==> config.mk <==
export PLATFORM = sky130hd
export DESIGN_NAME = shift_arbiter
export DESIGN_NICKNAME = d
export VERILOG_FILES = /design/src/rtl/shift_arbiter.sv
export SDC_FILE = /design/constraint.sdc
export NUM_CORES = 1
export LEC_CHECK = 0
export CORE_MARGIN = 5
export CORE_UTILIZATION = 42
export CTS_CLUSTER_SIZE = 12
export DETAILED_ROUTE_END_ITERATION = 10
export GPL_TIMING_DRIVEN = 0
export PLACE_DENSITY = 0.86
export SYNTH_ARGS = -nofsm -noshare
export SYNTH_HDL_FRONTEND = slang
export SYNTH_SLANG_ARGS = --single-unit
==> constraint.sdc <==
create_clock -name clock -period 3.5 [get_ports clock]
set_input_delay 0.525 -clock clock [delete_from_list [all_inputs] [get_ports clock]]
set_output_delay 0.525 -clock clock [all_outputs]
set_load 0.02 [all_outputs]
==> src/rtl/shift_arbiter.sv <==
// Round-robin arbiter that lends one external combinational shifter to two requesters.
// A request is accepted in IDLE, its operands drive the shifter in ISSUE, and the result is held in HOLD until it is acknowledged.
module shift_arbiter #(
  parameter int WIDTH   = 32,
  parameter int SHAMT_W = 5
) (
  input  logic               clock,
  input  logic               reset,
  input  logic               req0_valid,
  output logic               req0_ready,
  input  logic [WIDTH-1:0]   req0_in,
  input  logic [1:0]         req0_op,
  input  logic [SHAMT_W-1:0] req0_amt,
  input  logic               req1_valid,
  output logic               req1_ready,
  input  logic [WIDTH-1:0]   req1_in,
  input  logic [1:0]         req1_op,
  input  logic [SHAMT_W-1:0] req1_amt,
  output logic               resp0_valid,
  input  logic               resp0_ready,
  output logic               resp1_valid,
  input  logic               resp1_ready,
  output logic [WIDTH-1:0]   resp_result,
  output logic [WIDTH-1:0]   sh_in,
  output logic [1:0]         sh_op,
  output logic [SHAMT_W-1:0] sh_amt,
  input  logic [WIDTH-1:0]   sh_result,
  output logic               busy
);

  typedef enum logic [1:0] {IDLE, ISSUE, HOLD} state_t;

  state_t               state_q, state_d;
  logic [WIDTH-1:0]     op_in_q, op_in_d;
  logic [1:0]           op_op_q, op_op_d;
  logic [SHAMT_W-1:0]   op_amt_q, op_amt_d;
  logic                 owner_q, owner_d;
  logic                 rr_ptr_q, rr_ptr_d;
  logic [WIDTH-1:0]     result_q, result_d;
  logic                 winner;
  logic                 pass_thru;

  always_ff @(posedge clock or posedge reset) begin
    if (reset) begin
      state_q  <= IDLE;
      op_in_q  <= '0;
      op_op_q  <= '0;
      op_amt_q <= '0;
      owner_q  <= 1'b0;
      rr_ptr_q <= 1'b0;
      result_q <= '0;
    end else begin
      state_q  <= state_d;
      op_in_q  <= op_in_d;
      op_op_q  <= op_op_d;
      op_amt_q <= op_amt_d;
      owner_q  <= owner_d;
      rr_ptr_q <= rr_ptr_d;
      result_q <= result_d;
    end
  end

  // A lone valid requester wins outright; rr_ptr only breaks ties.
  assign winner = (req0_valid && req1_valid) ? rr_ptr_q : req1_valid;

  always_comb begin
    state_d    = state_q;
    op_in_d    = op_in_q;
    op_op_d    = op_op_q;
    op_amt_d   = op_amt_q;
    owner_d    = owner_q;
    rr_ptr_d   = rr_ptr_q;
    result_d   = result_q;
    req0_ready = 1'b0;
    req1_ready = 1'b0;
    case (state_q)
      IDLE: begin
        req0_ready = req0_valid && !winner;
        req1_ready = req1_valid && winner;
        if (req0_valid || req1_valid) begin
          op_in_d  = winner ? req1_in  : req0_in;
          op_op_d  = winner ? req1_op  : req0_op;
          op_amt_d = winner ? req1_amt : req0_amt;
          owner_d  = winner;
          state_d  = ISSUE;
        end
      end
      ISSUE: begin
        result_d = sh_result;
        state_d  = HOLD;
      end
      HOLD: begin
        if (owner_q ? resp1_ready : resp0_ready) begin
          rr_ptr_d = ~owner_q;
          state_d  = IDLE;
        end
      end
      default: state_d = IDLE;
    endcase
  end

  // Pass-through is a zero-distance logical right shift, so the shifter's op 3 is never used.
  assign pass_thru   = (op_op_q == 2'd3);
  assign sh_in       = op_in_q;
  assign sh_op       = pass_thru ? 2'd0 : op_op_q;
  assign sh_amt      = pass_thru ? '0 : op_amt_q;
  assign resp_result = result_q;
  assign resp0_valid = (state_q == HOLD) && !owner_q;
  assign resp1_valid = (state_q == HOLD) && owner_q;
  assign busy        = (state_q != IDLE);

endmodule

**After elaboration in Yosys (flattened, before gate mapping)**

Index checks and enable logic that the tools add are counted.

- Output and inout port bits: 76
- Flip-flop bits (word level): 75
- Word-level logic and storage cells: 38
- Bits of input ports: 116

- Multiplexer cells: 12
- Reductions and logical operators: 13
- Equality and inequality tests: 5
- Bitwise gates (word level): 1

Operators by type and width:

| operator | number |
|---|---|
| 32-bit two-way mux | 1 |
| 5-bit two-way mux | 2 |
| 2-bit two-way mux | 4 |
| 2-bit one-hot mux with 3 select lines | 1 |
| 2-bit AND reduction | 3 |
| 1-bit logical AND | 5 |
| 2-bit equality test, second input constant | 2 |
| 1-bit two-way mux | 4 |
| 2-bit inequality test, second input constant | 2 |
| 2-bit by 1-bit equality test with 1-bit output, second input constant | 1 |
| 1-bit zero test | 2 |
| 2-bit zero test | 1 |
| 2-bit nonzero test | 1 |
| 1-bit logical OR | 1 |
| 1-bit NOT | 1 |

**Logic depth before layout (Yosys ltp)**

Gate-level depths: netlist of the first run.

- Depth after elaboration: 5
- Mapped depth: 7
- Mapped depth without buffers: 3

**Least setup slack after synthesis of the first run**

Ideal clock, no wire load.

- Path kind: input-to-output
- From: input req0_valid
- To: output req1_ready
- Data required time: 2975 ps
- Path buffers: 1
- Slack: 1648 ps
- Stages on the path: 4
- Arrival: 1327 ps
- Cells stage by stage: nand2b_1 > clkbuf_1 > nand2_1 > nor2_1

- Word-level cells in the longest chain between the ends: 4

RTL lines:

| what | RTL line | RTL |
|---|---|---|
| from (decl) | 9 | `input logic req0_valid,` |
| 1-bit logical AND | 64 | `assign winner = (req0_valid && req1_valid) ? rr_ptr_q : req1_valid;` |
| 1-bit two-way mux | 64 |  |
| 1-bit logical AND | 79 | `req1_ready = req1_valid && winner;` |
| 1-bit two-way mux | 76 | `case (state_q)` |
| to (decl) | 15 | `output logic req1_ready,` |

No other way between the ends.

**Final worst setup path of the first run**

Ends and elaborated chain as after synthesis.

==> impl_metrics.ini, run 1 <==
[status]
status = complete, no violations

[pwr]
power_per_cell_area_nw_per_um2 = 904
power_leakage_nw = 2.24
ir_drop_v = 0.000387

[cts]
cts_buffers = 9
cts_tree = done
clock-root-buffer = clkbuf_8
insertion_delay_ps = 350
clkTransAtPathRegs_ps = 80
clockBufferDepth = 2
ctsResizeCount = 0
cts.sinks = 75
postCtsSetupBuffers = 0
cts_hold_buf = 0
ctsHtreeMaxLevel = 3

[placed_design]
dpl-instance-area_um2 = 5510
place_hpwl_mm = 9.08
portBuffers = 190
gp_congestion = 0.825
dp_slack_ps = 374

[finish]
syn_to_final_growth_pct = 64.8
layout.nets = 648
n_antenna_cell = 0
nFillCells = 608
multiInputGateArea_um2 = 1400
drive_gt1_share_pct = 13.2
stdcell_area_um2 = 5730
final_cell_mix = 190 x clkdlybuf4s50_1, 75 x dfrtp_1, 41 x o21ai_0, 40 x a21oi_1, 39 x nand3_1
final_common_cell = clkdlybuf4s50_1
seqCellArea_um2 = 1880

[sta]
period_needed_ps = 3130
final_hold_viol_count = 0
tightest_slew_ps = 917
maxSlewHeadroom_pct = 38.9
finalSetupViolCount = 0
finalWorstSetupSlack_ps = 366
finalMaxSlewViolations = 0
setup-tns-final_ps = 0
fin_skew_ps = 7.30
fin_crit_sh_pct = 89.6
fmax_mhz = 319
rsz0062_at_grt = false

[worst_setup_path]
endpoint_kind = output pin
critical_path_peak_fanout = 10
critPathLaunchType = primary input
crit_type = primary input to output pin
cpMostUsedCell = clkdlybuf4s50_1
slowest_stage = clkdlybuf4s50_1
worstPathCellList = clkdlybuf4s50_1 -> nand2b_1 -> clkbuf_1 -> nand2_1 -> nor2_1 -> clkdlybuf4s50_1
arrival_ps = 2610
crit_required_ps = 2970
slowest_delay_ps = 640

[yosys]
avgSynthCellArea_um2 = 10.5
synth_top_area_share_pct = 54.0
ys_seq_elements = 75
yosysTopAreaCell = dfrtp_1
ys_top_cells_by_area = dfrtp_1 54%, mux2_2 10%, o21ai_0 5.9%
yosysSeqAreaShare_pct = 54.0
synth_area_um2 = 3470
yosysWarningCount = 0
syn-instance-count = 331
syn_nets = 447
synthDistinctLibCells = 23

[die]
initial_core_util_pct = 42.7
die_w_um = 101
fp.dieH_um = 101
num_rows = 33
dieArea_um2 = 10200
ios = 192
core_um2 = 8130

[global_routing]
antenna_found_initial = 0
grt_pass1_wl_mm = 19.0
overflow = 0
grt_pass1_vias = 3652
grt_usage_pct = 23.7
grt_max_degree = 76

[route]
drt_iter0_markers = 139
vias = 3431
drt_first_pass_iters = 4
via_per_inst = 5.34
wl_mm = 11.9
ant_nets = 0
wire_per_inst_um = 18.5
drc = 0

[flow_run]
maxCapViolations = 0

[worst_hold_path]
hp-class = register to register
==> kinds of logic after synthesis <==
logic type | count (synthesis) | synth area share, %
simple gates | 60 | 8.90
mux | 32 | 10.4
flops | 75 | 54.0
compound gates | 123 | 21.0
buf+inv | 41 | 5.73
==> final cells by class <==
| class | instances | share of cell area [%] |
|---|---|---|
| Buffer | 35 | 3.08 |
| Clock inverter | 6 | 1.53 |
| Sequential cell | 75 | 32.8 |
| Tap cell | 105 | 2.29 |
| Clock buffer | 10 | 2.23 |
| Multi-Input combinational cell | 215 | 24.4 |
| Timing Repair Buffer | 190 | 33.2 |
| Inverter | 6 | 0.437 |
==> critical path: cells and delay by family <==
family                 cells  cell delay (ps)
buffers and inverters      3             1530
AND/OR/NAND/NOR            3              540
==> report_power, final <==
part	switching [mW]	total [mW]	internal (mW)
clock	0.334	0.737	0.403
combinational	1.46	2.87	1.41
sequential	0.252	1.56	1.31
total	2.04	5.18	3.13
==> synthesized netlist by cell type <==
library cell	instances
a21oi_1	40
a31oi_1	30
a31oi_2	10
and2_1	6
and3_1	1
buf_2	5
buf_4	2
buf_6	4
clkbuf_1	23
clkbuf_2	1
dfrtp_1	75
inv_1	5
inv_2	1
mux2_2	32
nand2_1	2
nand2b_1	3
nand3_1	39
nor2_1	5
nor2b_1	3
o21ai_0	41
o21ai_1	1
o22ai_1	1
or2_0	1
==> final timing paths <==
check | startpoint | to | slack [ps] | cells past startpoint
min | resp_result[6]$_DFFE_PP0N_ | resp_result[6]$_DFFE_PP0N_ | 510 | 1
min in group asynchronous | reset | resp_result[29]$_DFFE_PP0N_ | 740 | 2
max | req0_valid | req1_ready | 370 | 6
max reg2reg | rr_ptr_q$_DFFE_PP0P_ | op_op_q[0]$_DFFE_PP0P_ | 1820 | 5
max in group asynchronous | reset | sh_in[12]$_DFFE_PP0P_ | 2170 | 2
min reg2reg | resp_result[6]$_DFFE_PP0N_ | resp_result[6]$_DFFE_PP0N_ | 510 | 1
==> stage by stage <==
step | std cells | total power, mW | util, % | hold slack [ps]
global placement | 626 | 4.37 | 67.7 | 485
detailed placement | 626 | 4.48 | 67.7 | 492
CTS | 642 | 5.22 | 70.4 | 511
global route | 642 | 5.49 | 70.4 | 518
floorplan | 331 | 3.11 | - | 501
finish | 642 | 5.18 | 70.4 | 509
==> sequential cells by signal (all words and copies together) (netlist names) <==
| name | flops |
|---|---|
| op_amt_q | 5 |
| state_q | 2 |
| op_op_q | 2 |
| rr_ptr_q | 1 |
| owner_q | 1 |
| sh_in | 32 |
| resp_result | 32 |
==> layer usage <==
metal	up-vias	share of wire (%)	GRT usage (%)
li1	1601	-	-
met1	1652	40	28.0
met2	158	50	41.1
met3	20	8.6	7.34
met4	0	2.0	7.67
met5	-	0	0
Power figures use the tool's default switching activity.
==> run 2, diff against run 1 <==
--- a/config.mk
+++ b/config.mk
@@ -11,6 +11,7 @@
 export DETAILED_ROUTE_END_ITERATION = 10
 export GPL_TIMING_DRIVEN = 0
 export PLACE_DENSITY = 0.86
+export SLEW_MARGIN = 30
 export SYNTH_ARGS = -nofsm -noshare
 export SYNTH_HDL_FRONTEND = slang
 export SYNTH_SLANG_ARGS = --single-unit
==> run 2 against run 1 <==
Effect of this change:
- global-route usage is 0.12 points higher
- clock power grew 1%
- count of clock-buffer cells in the layout decreased by 1
- core utilization increased by 0.34 points
- sequential power hardly changed
- first-iteration DRC count decreased by 24%
- clock skew is 2.0 ps higher
- wire length increased by 0.56%
- worst setup slack got worse by 10 ps
- fmax is 0.32% lower
- sequential share of layout area decreased by 0.16 points
- flip-flop and latch count did not move
- critical endpoint unchanged
- largest power group unchanged
==> impl_metrics.ini, run 2 (synthesized netlist as in run 1, its figures left out) <==
[worst_setup_path]
critical_path_peak_fanout = 10
endpoint_kind = output pin
crit_cells = 6
arrival_ps = 2620
timing.rr.end = op_amt_q[3]$_DFFE_PP0P_
worstPathCellList = clkdlybuf4s50_1 -> nand2b_1 -> clkbuf_1 -> nand2_1 -> nor2_1 -> clkdlybuf4s50_1
crit_family = buffers and inverters
slowest_stage = clkdlybuf4s50_1
r2r_start = rr_ptr_q$_DFFE_PP0P_
critPathLaunchType = primary input
cpMostUsedCell = clkdlybuf4s50_1
r2r_slack_ps = 1800
reg2reg_depth = 5
path_buf_inv = 3
slowest_delay_ps = 630
crit_type = primary input to output pin
crit_required_ps = 2970
cp-startpoint = req0_valid
endpoint = req1_ready

[cts]
clkTransAtPathRegs_ps = 90
cts_buffers = 9
cts.sinks = 75
cts_hold_buf = 0
ctsResizeCount = 0
insertion_delay_ps = 340
ctsHtreeMaxLevel = 3
cts_tree = done
clockBufferDepth = 2
postCtsSetupBuffers = 0
clock-root-buffer = clkbuf_8

[sta]
finalSetupViolCount = 0
finalWorstSetupSlack_ps = 356
fmax_mhz = 318
holdWs_ps = 509
rsz0062_at_grt = false
fin_crit_sh_pct = 89.8
period_needed_ps = 3140
tightest_slew_ps = 473
final_hold_viol_count = 0
maxSlewHeadroom_pct = 68.5
finalMaxSlewViolations = 0
fin_skew_ps = 9.31
setup-tns-final_ps = 0

[pwr]
intPower_mw = 3.14
ir_drop_v = 0.000400
power_per_cell_area_nw_per_um2 = 903
switching_share_pct = 39.6
power.net_switching_mw = 2.06
clock_power_share_pct = 14.4
seq_power_share_pct = 30.1
power_leakage_nw = 2.25
p_comb_share_pct = 55.5

[route]
vias = 3450
via_per_inst = 5.37
drc = 0
drt_first_pass_iters = 4
drt_iter0_markers = 106
wire_per_inst_um = 18.6
ant_nets = 0
wl_mm = 11.9

[finish]
stdcell_area_um2 = 5750
drive_gt1_share_pct = 13.6
layout.nets = 649
syn_to_final_growth_pct = 65.6
final_common_cell = clkdlybuf4s50_1
final_cell_mix = 190 x clkdlybuf4s50_1, 75 x dfrtp_1, 41 x o21ai_0, 40 x a21oi_1, 39 x nand3_1
utilization_pct = 70.7
nFillCells = 604
n_antenna_cell = 0

[worst_hold_path]
hp-class = register to register
min_from = resp_result[6]$_DFFE_PP0N_

[flow_run]
maxCapViolations = 0

[global_routing]
grt_pass1_vias = 3623
antenna_found_initial = 0
grt_max_degree = 45
overflow = 0
grt_pass1_wl_mm = 19.0
grt_usage_pct = 23.8

[die]
ios = 192
initial_core_util_pct = 42.7
core_um2 = 8130
die_w_um = 101
num_rows = 33
fp.dieH_um = 101
dieArea_um2 = 10200

[placed_design]
place_hpwl_mm = 9.02
dpl-instance-area_um2 = 5530
dp_slack_ps = 369
gp_congestion = 0.825
portBuffers = 190

[status]
status = complete, no violations
run 2: changes by cell type in the layout (fill, tap and decap cells not counted), sizes merged:
cell	before	now
inv	7	9
clkinvlp	0	1
clkbuf	34	33
buf	11	12
clkinv	3	1
run 2: per-stage QoR:
| stage | instances | power (mW) |
|---|---|---|
| after floorplan | 331 | 3.11 |
| after global placement | 626 | 4.37 |
| after detailed placement | 627 | 4.47 |
| after global routing | 643 | 5.51 |
| final | 643 | 5.19 |
| after CTS | 643 | 5.24 |
run 2: worst min-delay path by stage:
stage	cells past startpoint	end
2_1_floorplan	1	rr_ptr_q$_DFFE_PP0P_
3_3_place_gp	1	resp_result[12]$_DFFE_PP0N_
3_5_place_dp	1	resp_result[4]$_DFFE_PP0N_
4_1_cts	1	resp_result[14]$_DFFE_PP0N_
5_1_grt	1	resp_result[6]$_DFFE_PP0N_
6_report	1	resp_result[6]$_DFFE_PP0N_
run 2: layer usage:
metal  track usage (%)  up-vias  wire length (µm)
met5                 0        -                 0
met4              7.36        0               185
met3              6.92       18              1020
met2              40.7      166              5930
met1              29.2     1660              4810
li1                  -     1606                 -
run 2: layout make-up:
| type | instances | area, µm² | area share (%) |
|---|---|---|---|
| Timing Repair Buffer | 191 | 1920 | 33.4 |
| Clock inverter | 7 | 98.8 | 1.72 |
| Inverter | 6 | 25.0 | 0.435 |
| Multi-Input combinational cell | 215 | 1400 | 24.3 |
| Sequential cell | 75 | 1880 | 32.6 |
| Clock buffer | 9 | 124 | 2.15 |
| Buffer | 35 | 176 | 3.07 |
| Tap cell | 105 | 131 | 2.28 |
run 2: power by group through the flow:
stage | Clock (mW) | Combinational, mW | Sequential, mW
2_1_floorplan | 0 | 1.10 | 2.01
3_3_place_gp | 0 | 2.83 | 1.54
3_5_place_dp | 0 | 2.89 | 1.58
4_1_cts | 0.763 | 2.91 | 1.56
5_1_grt | 0.800 | 3.08 | 1.63
6_report | 0.746 | 2.88 | 1.56
==> run 3, diff against run 2 <==
--- a/config.mk
+++ b/config.mk
@@ -5,7 +5,6 @@
 export SDC_FILE = /design/constraint.sdc
 export NUM_CORES = 1
 export LEC_CHECK = 0
-export CORE_MARGIN = 5
 export CORE_UTILIZATION = 42
 export CTS_CLUSTER_SIZE = 12
 export DETAILED_ROUTE_END_ITERATION = 10
==> run 3 against run 2 <==
Effect of this change:
- clock power shrank 10%
- clock skew shrank 1.2 ps
- wire length decreased by 9.6%
- final area down 0.30%
- worst hold slack lost 2.0 ps
- sequential share of layout area rose by 0.10 points
- worst setup slack better by 88 ps
- core utilization increased by 2.4 points
- power is 1.5% lower
- count of clock-buffer cells in the layout grew 2
==> impl_metrics.ini, run 3 (synthesized netlist as in run 1, its figures left out) <==
[status]
status = complete, no violations

[worst_setup_path]
endpoint_kind = output pin
critPathLaunchType = primary input
crit_required_ps = 2970
critical_path_peak_fanout = 10
arrival_ps = 2530
reg2reg_depth = 5
crit_type = primary input to output pin

[pwr]
ir_drop_v = 0.000401
finalPower_mw = 5.12
power_leakage_nw = 2.24
power_per_cell_area_nw_per_um2 = 892

[finish]
layout.nets = 649
drive_gt1_share_pct = 13.4
n_antenna_cell = 0
final_cell_mix = 190 x clkdlybuf4s50_1, 75 x dfrtp_1, 41 x o21ai_0, 40 x a21oi_1, 39 x nand3_1
instances_no_fill = 640
final_common_cell = clkdlybuf4s50_1
syn_to_final_growth_pct = 65.1

[route]
drt_first_pass_iters = 4
wire_per_inst_um = 16.9
wl_mm = 10.8
vias = 3408
met1_length_mm = 4.28
routed-wl-met2_mm = 5.41
drc = 0
met3_length_um = 946
ant_nets = 0
via_per_inst = 5.33
drt_iter0_markers = 150
routed.top_layer = met4

[die]
dieArea_um2 = 8640
die_w_um = 93.0
num_rows = 32
core_um2 = 7850
initial_core_util_pct = 44.3
ios = 192
fp.dieH_um = 93.0

[cts]
clkTransAtPathRegs_ps = 80
insertion_delay_ps = 340
cts_tree = done
cts_buffers = 9
ctsResizeCount = 0
cts_hold_buf = 0
ctsHtreeMaxLevel = 3
cts.sinks = 75
clock-root-buffer = clkbuf_8
postCtsSetupBuffers = 0
clockBufferDepth = 2

[placed_design]
gp_congestion = 0.833
place_inst = 624
place_hpwl_mm = 8.37
portBuffers = 190
dp_slack_ps = 445

[sta]
fin_skew_ps = 8.14
finalMaxSlewViolations = 0
period_needed_ps = 3060
maxSlewHeadroom_pct = 68.8
final_hold_viol_count = 0
finalSetupViolCount = 0
setup-tns-final_ps = 0
fmax_mhz = 327
finalWorstSetupSlack_ps = 444
rsz0062_at_grt = false
fin_crit_sh_pct = 87.3
tightest_slew_ps = 468

[flow_run]
maxCapViolations = 0

[worst_hold_path]
hp-class = primary input to async pin

[global_routing]
grt_pass1_vias = 3454
overflow = 0
grt_usage_pct = 25.5
grt_max_degree = 49
antenna_found_initial = 0
grt_pass1_wl_mm = 16.8
## run 3: changes by cell type in the layout (fill, tap and decap cells not counted)
cell,delta
clkbuf_1,+1
buf_16,+1
clkinv_4,+1
inv_6,-2
bufinv_16,-1
clkbuf_8,+1
buf_12,-1
## run 3: worst paths after layout
check	start	endpoint	slack (ps)
worst max-delay path	req0_valid	req1_ready	440
max in group asynchronous	reset	op_amt_q[4]$_DFFE_PP0P_	2420
min in group clock	resp_result[7]$_DFFE_PP0N_	resp_result[7]$_DFFE_PP0N_	510
worst max register to register	rr_ptr_q$_DFFE_PP0P_	sh_in[4]$_DFFE_PP0P_	1820
worst min register to register	resp_result[7]$_DFFE_PP0N_	resp_result[7]$_DFFE_PP0N_	510
worst min-delay path	reset	resp_result[28]$_DFFE_PP0N_	510
## run 3: layout make-up
class	instances	area, µm²
buffer	35	176
clock buffer	11	141
clock inverter	5	60.1
fill	583	2110
inverter	6	25.0
multi-input combinational	215	1400
sequential	75	1880
tap	102	128
timing repair buffer	191	1930
## run 3: where the power goes
part,switching [mW],internal [mW]
Sequential,0.269,1.31
Clock,0.319,0.352
Combinational,1.45,1.42
## run 3: per-layer routing
| metal | global-route usage [%] | vias to the layer above |
|---|---|---|
| li1 | - | 1605 |
| met1 | 29.1 | 1615 |
| met2 | 45.2 | 174 |
| met3 | 7.22 | 14 |
| met4 | 9.49 | 0 |
| met5 | 0 | - |
## run 3: critical path, stage by stage
cell and delay, ps:
clkdlybuf4s50_1 450, nand2b_1 200, clkbuf_1 390, nand2_1 170, nor2_1 150, clkdlybuf4s50_1 630
## run 3: per-stage QoR
stage / hold WS [ps] / instance area [µm²] / util [%]
6_report: 507 / 5740 / 73.1
5_1_grt: 533 / 5740 / 73.1
4_1_cts: 509 / 5740 / 73.1
3_5_place_dp: 492 / 5530 / 70.5
3_3_place_gp: 485 / 5500 / 70.1
2_1_floorplan: 501 / 3470 / -
